**config.mk**
```make
export PLATFORM = sky130hd
export DESIGN_NAME = valu_element_sequencer
export DESIGN_NICKNAME = d
export VERILOG_FILES = /design/src/rtl/valu_element_sequencer.sv
export SDC_FILE = /design/constraint.sdc
export NUM_CORES = 1
export LEC_CHECK = 0
export BUFFER_PORTS_ARGS = -buffer_cell sky130_fd_sc_hd__buf_2
export CELL_PAD_IN_SITES_DETAIL_PLACEMENT = 0
export CELL_PAD_IN_SITES_GLOBAL_PLACEMENT = 1
export CORE_ASPECT_RATIO = 1.4
export CORE_MARGIN = 2
export CORE_UTILIZATION = 30
export CTS_BUF_LIST = sky130_fd_sc_hd__clkbuf_4
export CTS_CLUSTER_DIAMETER = 150
export CTS_CLUSTER_SIZE = 30
export DETAILED_ROUTE_END_ITERATION = 10
export PLACE_DENSITY_LB_ADDON = 0.1
export SYNTH_ARGS = -nofsm -noshare
export SYNTH_HDL_FRONTEND = slang
export SYNTH_SLANG_ARGS = --single-unit
```
**constraint.sdc**
```tcl
create_clock -name clk -period 4.95 [get_ports clk]
set_input_delay 0.99 -clock clk [delete_from_list [all_inputs] [get_ports clk]]
set_output_delay 0.99 -clock clk [all_outputs]
set_load 0.005 [all_outputs]
```
**src/rtl/valu_element_sequencer.sv**
```systemverilog
`default_nettype none
// ============================================================================
//  Module      : valu_element_sequencer
//  Description : Issue/writeback sequencer for the vector ALU. Accepts one
//                instruction at a time and streams its elements through a
//                fixed read -> execute -> write pipeline, one element per
//                cycle, collecting compare predicates into a mask register.
//                Optional masked execution is enabled by defining
//                VALU_MASKED_EXEC_EN (adds the instr_mask_en input).
//  Revision    : 1.0 - initial release
// ============================================================================
module valu_element_sequencer #(
    parameter int  WIDTH     = 32,
    parameter int  NUM_VREGS = 32,
    parameter int  MAX_VL    = 8,
    localparam int RW        = $clog2(NUM_VREGS),
    localparam int EW        = $clog2(MAX_VL),
    localparam int VLW       = EW + 1,
    localparam int AW        = RW + EW
) (
    input  logic              clk,
    input  logic              reset,
    // instruction channel
    input  logic              instr_valid,
    output logic              instr_ready,
    input  logic [VLW-1:0]    instr_vl,
    input  logic [RW-1:0]     instr_vd,
    input  logic [RW-1:0]     instr_vs1,
    input  logic [RW-1:0]     instr_vs2,
    input  logic              instr_scalar_en,
    input  logic [WIDTH-1:0]  instr_scalar,
    input  logic              instr_addsub,
    input  logic [2:0]        instr_outctl,
    input  logic [1:0]        instr_bwctl,
    input  logic [1:0]        instr_cmpctl,
    input  logic              instr_cmp_en,
`ifdef VALU_MASKED_EXEC_EN
    input  logic              instr_mask_en,
`endif
    // register-file read port
    output logic              rf_rd_en,
    output logic [AW-1:0]     rf_rd_addr_a,
    output logic [AW-1:0]     rf_rd_addr_b,
    input  logic [WIDTH-1:0]  rf_rd_data_a,
    input  logic [WIDTH-1:0]  rf_rd_data_b,
    // ALU interface
    output logic [WIDTH-1:0]  alu_a,
    output logic [WIDTH-1:0]  alu_b,
    output logic [WIDTH-1:0]  alu_c,
    output logic              alu_addsub,
    output logic              alu_mux,
    output logic [2:0]        alu_outctl,
    output logic [1:0]        alu_bwctl,
    output logic [1:0]        alu_cmpctl,
    input  logic [WIDTH-1:0]  alu_result,
    input  logic              alu_predicate,
    // register-file write port
    output logic              rf_wr_en,
    output logic [AW-1:0]     rf_wr_addr,
    output logic [WIDTH-1:0]  rf_wr_data,
    // status
    output logic [MAX_VL-1:0] mask_out,
    output logic              done
);

    localparam logic [1:0] c_st_idle  = 2'd0;
    localparam logic [1:0] c_st_run   = 2'd1;
    localparam logic [1:0] c_st_drain = 2'd2;

    // control state
    logic [1:0]        r_state;
    logic [1:0]        w_next_state;
    logic              r_drain_seen;
    logic [EW-1:0]     r_idx;

    // latched instruction
    logic [VLW-1:0]    r_vl;
    logic [RW-1:0]     r_vd;
    logic [RW-1:0]     r_vs1;
    logic [RW-1:0]     r_vs2;
    logic              r_scalar_en;
    logic [WIDTH-1:0]  r_scalar;
    logic              r_addsub;
    logic [2:0]        r_outctl;
    logic [1:0]        r_bwctl;
    logic [1:0]        r_cmpctl;
    logic              r_cmp_en;

    // pipeline
    logic              r_ex_vld;
    logic [EW-1:0]     r_ex_idx;
    logic              r_wb_vld;
    logic [EW-1:0]     r_wb_idx;
    logic [WIDTH-1:0]  r_wb_result;
    logic              r_wb_pred;
    logic [MAX_VL-1:0] r_mask;

    logic              w_accept;
    logic              w_issue;
    logic              w_last;
    logic              w_lane_en;
    logic [VLW-1:0]    w_vl_clamped;

    // Element counts above MAX_VL are clamped so the EW-bit index never overruns.
    assign w_vl_clamped = (instr_vl > VLW'(MAX_VL)) ? VLW'(MAX_VL) : instr_vl;
    assign w_accept     = instr_valid && (r_state == c_st_idle);
    assign w_issue      = (r_state == c_st_run);
    assign w_last       = w_issue && ({1'b0, r_idx} == (r_vl - VLW'(1)));

`ifdef VALU_MASKED_EXEC_EN
    logic              r_mask_en;
    logic [MAX_VL-1:0] r_mask_hold;

    // Mask-enable and the mask snapshot taken at accept gate each element.
    always_ff @(posedge clk or posedge reset) begin
        if (reset) begin
            r_mask_en   <= 1'b0;
            r_mask_hold <= '0;
        end else if (w_accept) begin
            r_mask_en   <= instr_mask_en;
            r_mask_hold <= r_mask;
        end
    end

    assign w_lane_en = ~r_mask_en | r_mask_hold[r_wb_idx];
`else
    assign w_lane_en = 1'b1;
`endif

    // State register plus a flag marking that DRAIN has lasted over one cycle.
    always_ff @(posedge clk or posedge reset) begin
        if (reset) begin
            r_state      <= c_st_idle;
            r_drain_seen <= 1'b0;
        end else begin
            r_state      <= w_next_state;
            r_drain_seen <= (r_state == c_st_drain);
        end
    end

    // Next-state and handshake/strobe decode.
    always_comb begin
        w_next_state = r_state;
        instr_ready  = 1'b0;
        rf_rd_en     = 1'b0;
        done         = 1'b0;
        case (r_state)
            c_st_idle: begin
                instr_ready = 1'b1;
                if (instr_valid) begin
                    w_next_state = (w_vl_clamped == '0) ? c_st_drain : c_st_run;
                end
            end
            c_st_run: begin
                rf_rd_en = 1'b1;
                if (w_last) begin
                    w_next_state = c_st_drain;
                end
            end
            c_st_drain: begin
                // The extra DRAIN cycle keeps vl=0 completion aligned with the
                // nonzero case; otherwise wait for both pipeline stages to empty.
                if (r_drain_seen && !r_ex_vld && !r_wb_vld) begin
                    done         = 1'b1;
                    w_next_state = c_st_idle;
                end
            end
            default: w_next_state = c_st_idle;
        endcase
    end

    // Latch the instruction on accept and step the element index while issuing.
    always_ff @(posedge clk or posedge reset) begin
        if (reset) begin
            r_vl        <= '0;
            r_vd        <= '0;
            r_vs1       <= '0;
            r_vs2       <= '0;
            r_scalar_en <= 1'b0;
            r_scalar    <= '0;
            r_addsub    <= 1'b0;
            r_outctl    <= '0;
            r_bwctl     <= '0;
            r_cmpctl    <= '0;
            r_cmp_en    <= 1'b0;
            r_idx       <= '0;
        end else if (w_accept) begin
            r_vl        <= w_vl_clamped;
            r_vd        <= instr_vd;
            r_vs1       <= instr_vs1;
            r_vs2       <= instr_vs2;
            r_scalar_en <= instr_scalar_en;
            r_scalar    <= instr_scalar;
            r_addsub    <= instr_addsub;
            r_outctl    <= instr_outctl;
            r_bwctl     <= instr_bwctl;
            r_cmpctl    <= instr_cmpctl;
            r_cmp_en    <= instr_cmp_en;
            r_idx       <= '0;
        end else if (w_issue) begin
            r_idx       <= r_idx + EW'(1);
        end
    end

    // Execute and write stages: element index rides alongside its data.
    always_ff @(posedge clk or posedge reset) begin
        if (reset) begin
            r_ex_vld    <= 1'b0;
            r_ex_idx    <= '0;
            r_wb_vld    <= 1'b0;
            r_wb_idx    <= '0;
            r_wb_result <= '0;
            r_wb_pred   <= 1'b0;
        end else begin
            r_ex_vld <= w_issue;
            r_ex_idx <= r_idx;
            r_wb_vld <= r_ex_vld;
            r_wb_idx <= r_ex_idx;
            if (r_ex_vld) begin
                r_wb_result <= alu_result;
                r_wb_pred   <= alu_predicate;
            end
        end
    end

    // Predicate mask: cleared by a compare accept, filled as compare elements retire.
    always_ff @(posedge clk or posedge reset) begin
        if (reset) begin
            r_mask <= '0;
        end else if (w_accept && instr_cmp_en) begin
            r_mask <= '0;
        end else if (r_wb_vld && r_cmp_en && w_lane_en) begin
            r_mask[r_wb_idx] <= r_wb_pred;
        end
    end

    assign rf_rd_addr_a = {r_vs1, r_idx};
    assign rf_rd_addr_b = {r_vs2, r_idx};

    // Operands are forced to zero outside the execute cycle.
    assign alu_a      = r_ex_vld ? rf_rd_data_a : '0;
    assign alu_b      = r_ex_vld ? rf_rd_data_b : '0;
    assign alu_c      = r_scalar;
    assign alu_mux    = r_scalar_en;
    assign alu_addsub = r_addsub;
    assign alu_outctl = r_outctl;
    assign alu_bwctl  = r_bwctl;
    assign alu_cmpctl = r_cmpctl;

    // Compare instructions report through the mask only, never the register file.
    assign rf_wr_en   = r_wb_vld & ~r_cmp_en & w_lane_en;
    assign rf_wr_addr = {r_vd, r_wb_idx};
    assign rf_wr_data = r_wb_result;
    assign mask_out   = r_mask;

endmodule
`default_nettype wire

```
### Word level (Yosys, flattened, before mapping)

Cells that the tools add are included.

* flip-flop bits (word level): 116
* bits of input ports: 161
* output and inout bits: 173

* add/sub/neg operators: 2
* magnitude comparators: 3
* equality and inequality tests: 6
* muxes and demuxes: 19
* bitwise operators: 2
* reduce and logical (&&, ||, !) cells: 14

Operator list (number)
* 32-bit 2-to-1 mux: 2
* 8-bit 2-to-1 mux: 2
* 8-bit bitwise mux: 1
* 2-bit 2-to-1 mux: 4
* 1-bit logical AND: 7
* 3-bit 2-to-1 mux: 2
* 2-bit case mux with 3 select lines: 1
* 1-bit 2-to-1 mux: 5
* 3-bit by 4-bit == test with 1-bit output: 1
* 4-bit greater-than comparator, second input constant: 1
* 4-bit zero test: 1
* 3-bit by 4-bit less-than comparator with 1-bit output, second input constant: 1
* 4-bit 2-to-1 mux: 1
* 2-bit by 1-bit inequality test with 1-bit output, second input constant: 2
* 2-bit nonzero test: 2
* 4-bit by 1-bit subtractor with 4-bit output, second input constant: 1
* 3-bit by 1-bit adder with 3-bit output, second input constant: 1
* 1-bit demux with 3-bit select: 1
* 3-bit by 1-bit greater-or-equal comparator with 1-bit output, second input constant: 1
* 3-bit AND reduction: 1
* 2-bit by 1-bit == test with 1-bit output, second input constant: 1
* 2-bit == test, second input constant: 1
* 1-bit zero test: 2
* 2-bit zero test: 1
* 3 further kinds: 3

### Longest topological paths before layout

* word-level depth: 7
* mapped depth: 6
* depth with buffers taken out: 6

### Worst setup path before layout

OpenSTA, ideal clock, no wires.

* kind: input -> output
* start point: input rf_rd_data_a[0]
* end point: output alu_a[0]
* data arrival time: 1.133 ns
* data required time: 3.960 ns
* slack: 2.827 ns
* stages: 1
* buffers on the path: 0
* cells stage by stage: and2_1

* word-level cells in the longest chain between the ends: 1

RTL lines
* start, declared: RTL line 44 `input logic [WIDTH-1:0] rf_rd_data_a,`
* 32-bit 2-to-1 mux: RTL line 241 `assign alu_a = r_ex_vld ? rf_rd_data_a : '0;`
* end, declared: RTL line 47 `output logic [WIDTH-1:0] alu_a,`

No other way between the ends.

### Worst setup path after layout

* start point: register r_ex_vld
* end point: output alu_a[17]

* word-level cells in the longest chain between the ends: 1

RTL lines
* start, declared: RTL line 90 `logic r_ex_vld;`
* start signal, assigned: RTL line 215 `r_ex_vld <= w_issue;`
* 32-bit 2-to-1 mux: RTL line 241

No other way between the ends.

==> impl_metrics.yaml <==
status:
  status: "finished clean"
final_layout:
  syn_to_final_growth_pct: 43.5
  drive_gt1_share_pct: 48.7
  final_nets: 982
  fin_cells: 1034
  final_util_pct: 43.8
  layout_commonest_cell: "buf_2"
  final_cell_mix: "buf_2, nand2_1, dfrtp_1, and2_1, mux2_2"
  final_cell_area_sq_um: 7050
critical_path:
  critPathMaxStageDelay_ns: 0.80
  cp-end-kind: "output port"
  crit_required_ns: 3.96
  critPathKind: "flop to output port"
  worstSetupStartpointType: "flop"
  cp_slowest_cell: "dfrtp_2"
  crit_arrival_ns: 2.18
  crit_fanout: 70
  path_cells: "buf_4 > and2_1 > buf_2"
route:
  dr.pass1.iters: 6
  drt-total-wl_um: 16400
  drcViolationCount: 0
  postRouteAntennaNets: 0
  num_vias: 4564
  avgRoutedWirePerCell_um: 15.8
  drt-initial-drc-count: 252
  viasPerCell: 4.41
timing:
  finalSetupViolCount: 0
  worst_slack_ns: 1.78
  fmax_mhz: 316
  period_share_pct: 64.0
  slew_headroom_pct: 16.9
  fin_skew_ns: 0.0170
  final_hold_viol_count: 0
  tightest_slew_ns: 1.25
  finalMaxSlewViolations: 0
  period_minus_slack_ns: 3.17
  rsz0062_at_grt: "false"
  fin_setup_tns_ns: 0
clock_network:
  cts_made_buffers: 17
  clock_latency_ns: 0.51
  path_clk_slew_ns: 0.10
  numClockSinks: 116
  cts_resized: 0
  htreeDepth: 4
  cts_root_buffer: "clkbuf_4"
  hold_buffers: 0
  cts_max_path_buffers: 2
  post_cts_buffers: 0
  cts_tree: "yes"
flow_run:
  maxCapViolations: 0
power:
  p_per_area_nw_per_um2: 594
  power_leakage_uw: 0.00398
  ir_drop_mv: 0.226
global_route:
  grt.overflow.total: 0
  grt_pass1_vias: 4465
  grt_usage_pct: 18.3
  grt_antenna_before_repair: 3
  grt_max_degree: 85
  grt_pass1_wl_um: 24400
floorplanning:
  io_pins: 334
  die_h_um: 155
  die_area_sq_um: 17400
  die_x_um: 112
  start_util_pct: 30.5
  rows: 55
  core_sq_um: 16100
synth:
  ys_async_sr_fraction_pct: 100
  ys.flop_type: "dfrtp_1"
  synth_area_leaders: "dfrtp_1, nand2_1, and2_1, mux2_2, buf_4"
  synthDistinctLibCells: 30
  yosysTopAreaCell: "dfrtp_1"
  netlist_area_sq_um: 4920
  yosys_warnings: 0
  synth_top_area_share_pct: 59.0
  synth_area_per_cell_sq_um: 9.97
  syn_nets: 656
  synthCells: 493
  ys_ff_latch: 116
  synth-edff-count: 0
  ys_seq_area_share_pct: 59.0
place:
  placed_cell_area_sq_um: 6710
  dpl.hpwl_um: 12500
  place.gp.congestion: 0.832
  portBuffers: 333
  preCtsSetupSlack_ns: 2.28
  placedCellCount: 999
worst_hold_path:
  hold_path_class: "flop to flop"
[flip-flops by register name, indices dropped and copies added, names as in the netlist, 2 cells and up]
signal / count
rf_wr_data: 32
r_idx: 3
alu_c: 32
r_vd: 5
r_wb_idx: 3
mask_out: 8
r_state: 2
r_vs1: 5
r_vs2: 5
alu_outctl: 3
r_vl: 4
r_ex_idx: 3
alu_cmpctl: 2
alu_bwctl: 2
[path summary, 6_finish.rpt]
check / end / from / slack [ns] / depth (start not counted)
setup / recovery: alu_a[17] / r_ex_vld$_DFF_PP0_ / 1.78 / 3
hold / removal: r_wb_idx[2]$_DFF_PP0_ / r_ex_idx[2]$_DFF_PP0_ / 0.36 / 0
setup reg to reg: r_idx[1]$_DFFE_PP0P_ / r_state[0]$_DFFE_PP0P_ / 2.92 / 3
hold reg to reg: r_wb_idx[2]$_DFF_PP0_ / r_ex_idx[2]$_DFF_PP0_ / 0.36 / 0
max in group asynchronous: alu_c[13]$_DFFE_PP0N_ / reset / 3.14 / 3
min in group asynchronous: alu_bwctl[1]$_DFFE_PP0N_ / reset / 0.70 / 2
[cell type report]
type,instances,area (sq um)
Fill cell,1652,9050
Tap cell,199,249
Multi-Input combinational cell,344,1850
Clock buffer,17,128
Timing Repair Buffer,336,1690
Clock inverter,15,211
Inverter,4,17.5
Sequential cell,116,2900
Antenna cell,3,7.51
[kinds of logic after synthesis]
logic type | Yosys count | synth area share (%)
flip-flops | 116 | 59.0
adder cells (fa/ha/maj) | 2 | 0.509
XOR/XNOR | 3 | 0.534
multiplexers | 35 | 7.96
buffers and inverters | 33 | 3.46
AO/OA/AOI/OAI | 23 | 2.72
AND/OR/NAND/NOR | 281 | 25.8
[synthesized netlist by cell type (2+ instances only)]
cell / number
a21o_1: 2
a21oi_1: 6
and2_1: 65
and3_1: 2
buf_2: 7
buf_4: 10
clkbuf_1: 12
dfrtp_1: 116
ha_1: 2
inv_1: 4
mux2_2: 33
mux2i_1: 2
nand2_1: 186
nand2b_1: 3
nand3_1: 2
nand3b_1: 4
nor2_1: 10
nor2b_1: 2
nor3_1: 3
o21ai_0: 11
xor2_1: 2
[power by group]
part | leakage, uW | total [uW] | switching [uW] | internal, uW
sequential | 0.00143 | 1680 | 295 | 1390
clock | 0.000181 | 818 | 371 | 448
combinational | 0.00237 | 1680 | 862 | 823
[metal layers]
layer / vias up / track usage, % / wire length, um
met5: - / 0 / 0
met4: 0 / 6.56 / 373
met3: 21 / 7.40 / 1510
met2: 216 / 33.1 / 8680
met1: 2119 / 18.9 / 5790
li1: 2208 / - / -
[through the flow]
step	power, uW	hold slack, ns
after CTS	4270	0.366
final	4190	0.359
after floorplan	2580	0.331
after global placement	3390	0.331
after detailed placement	3440	0.335
after global routing	4560	0.379
[critical path: cells and delay by family, from the launching register on]
kind / cells / cell delay [ns]
AND/OR/NAND/NOR: 1 / 0.21
buffers and inverters: 2 / 0.65
flip-flops: 1 / 0.80
Power figures use the tool's default switching activity.
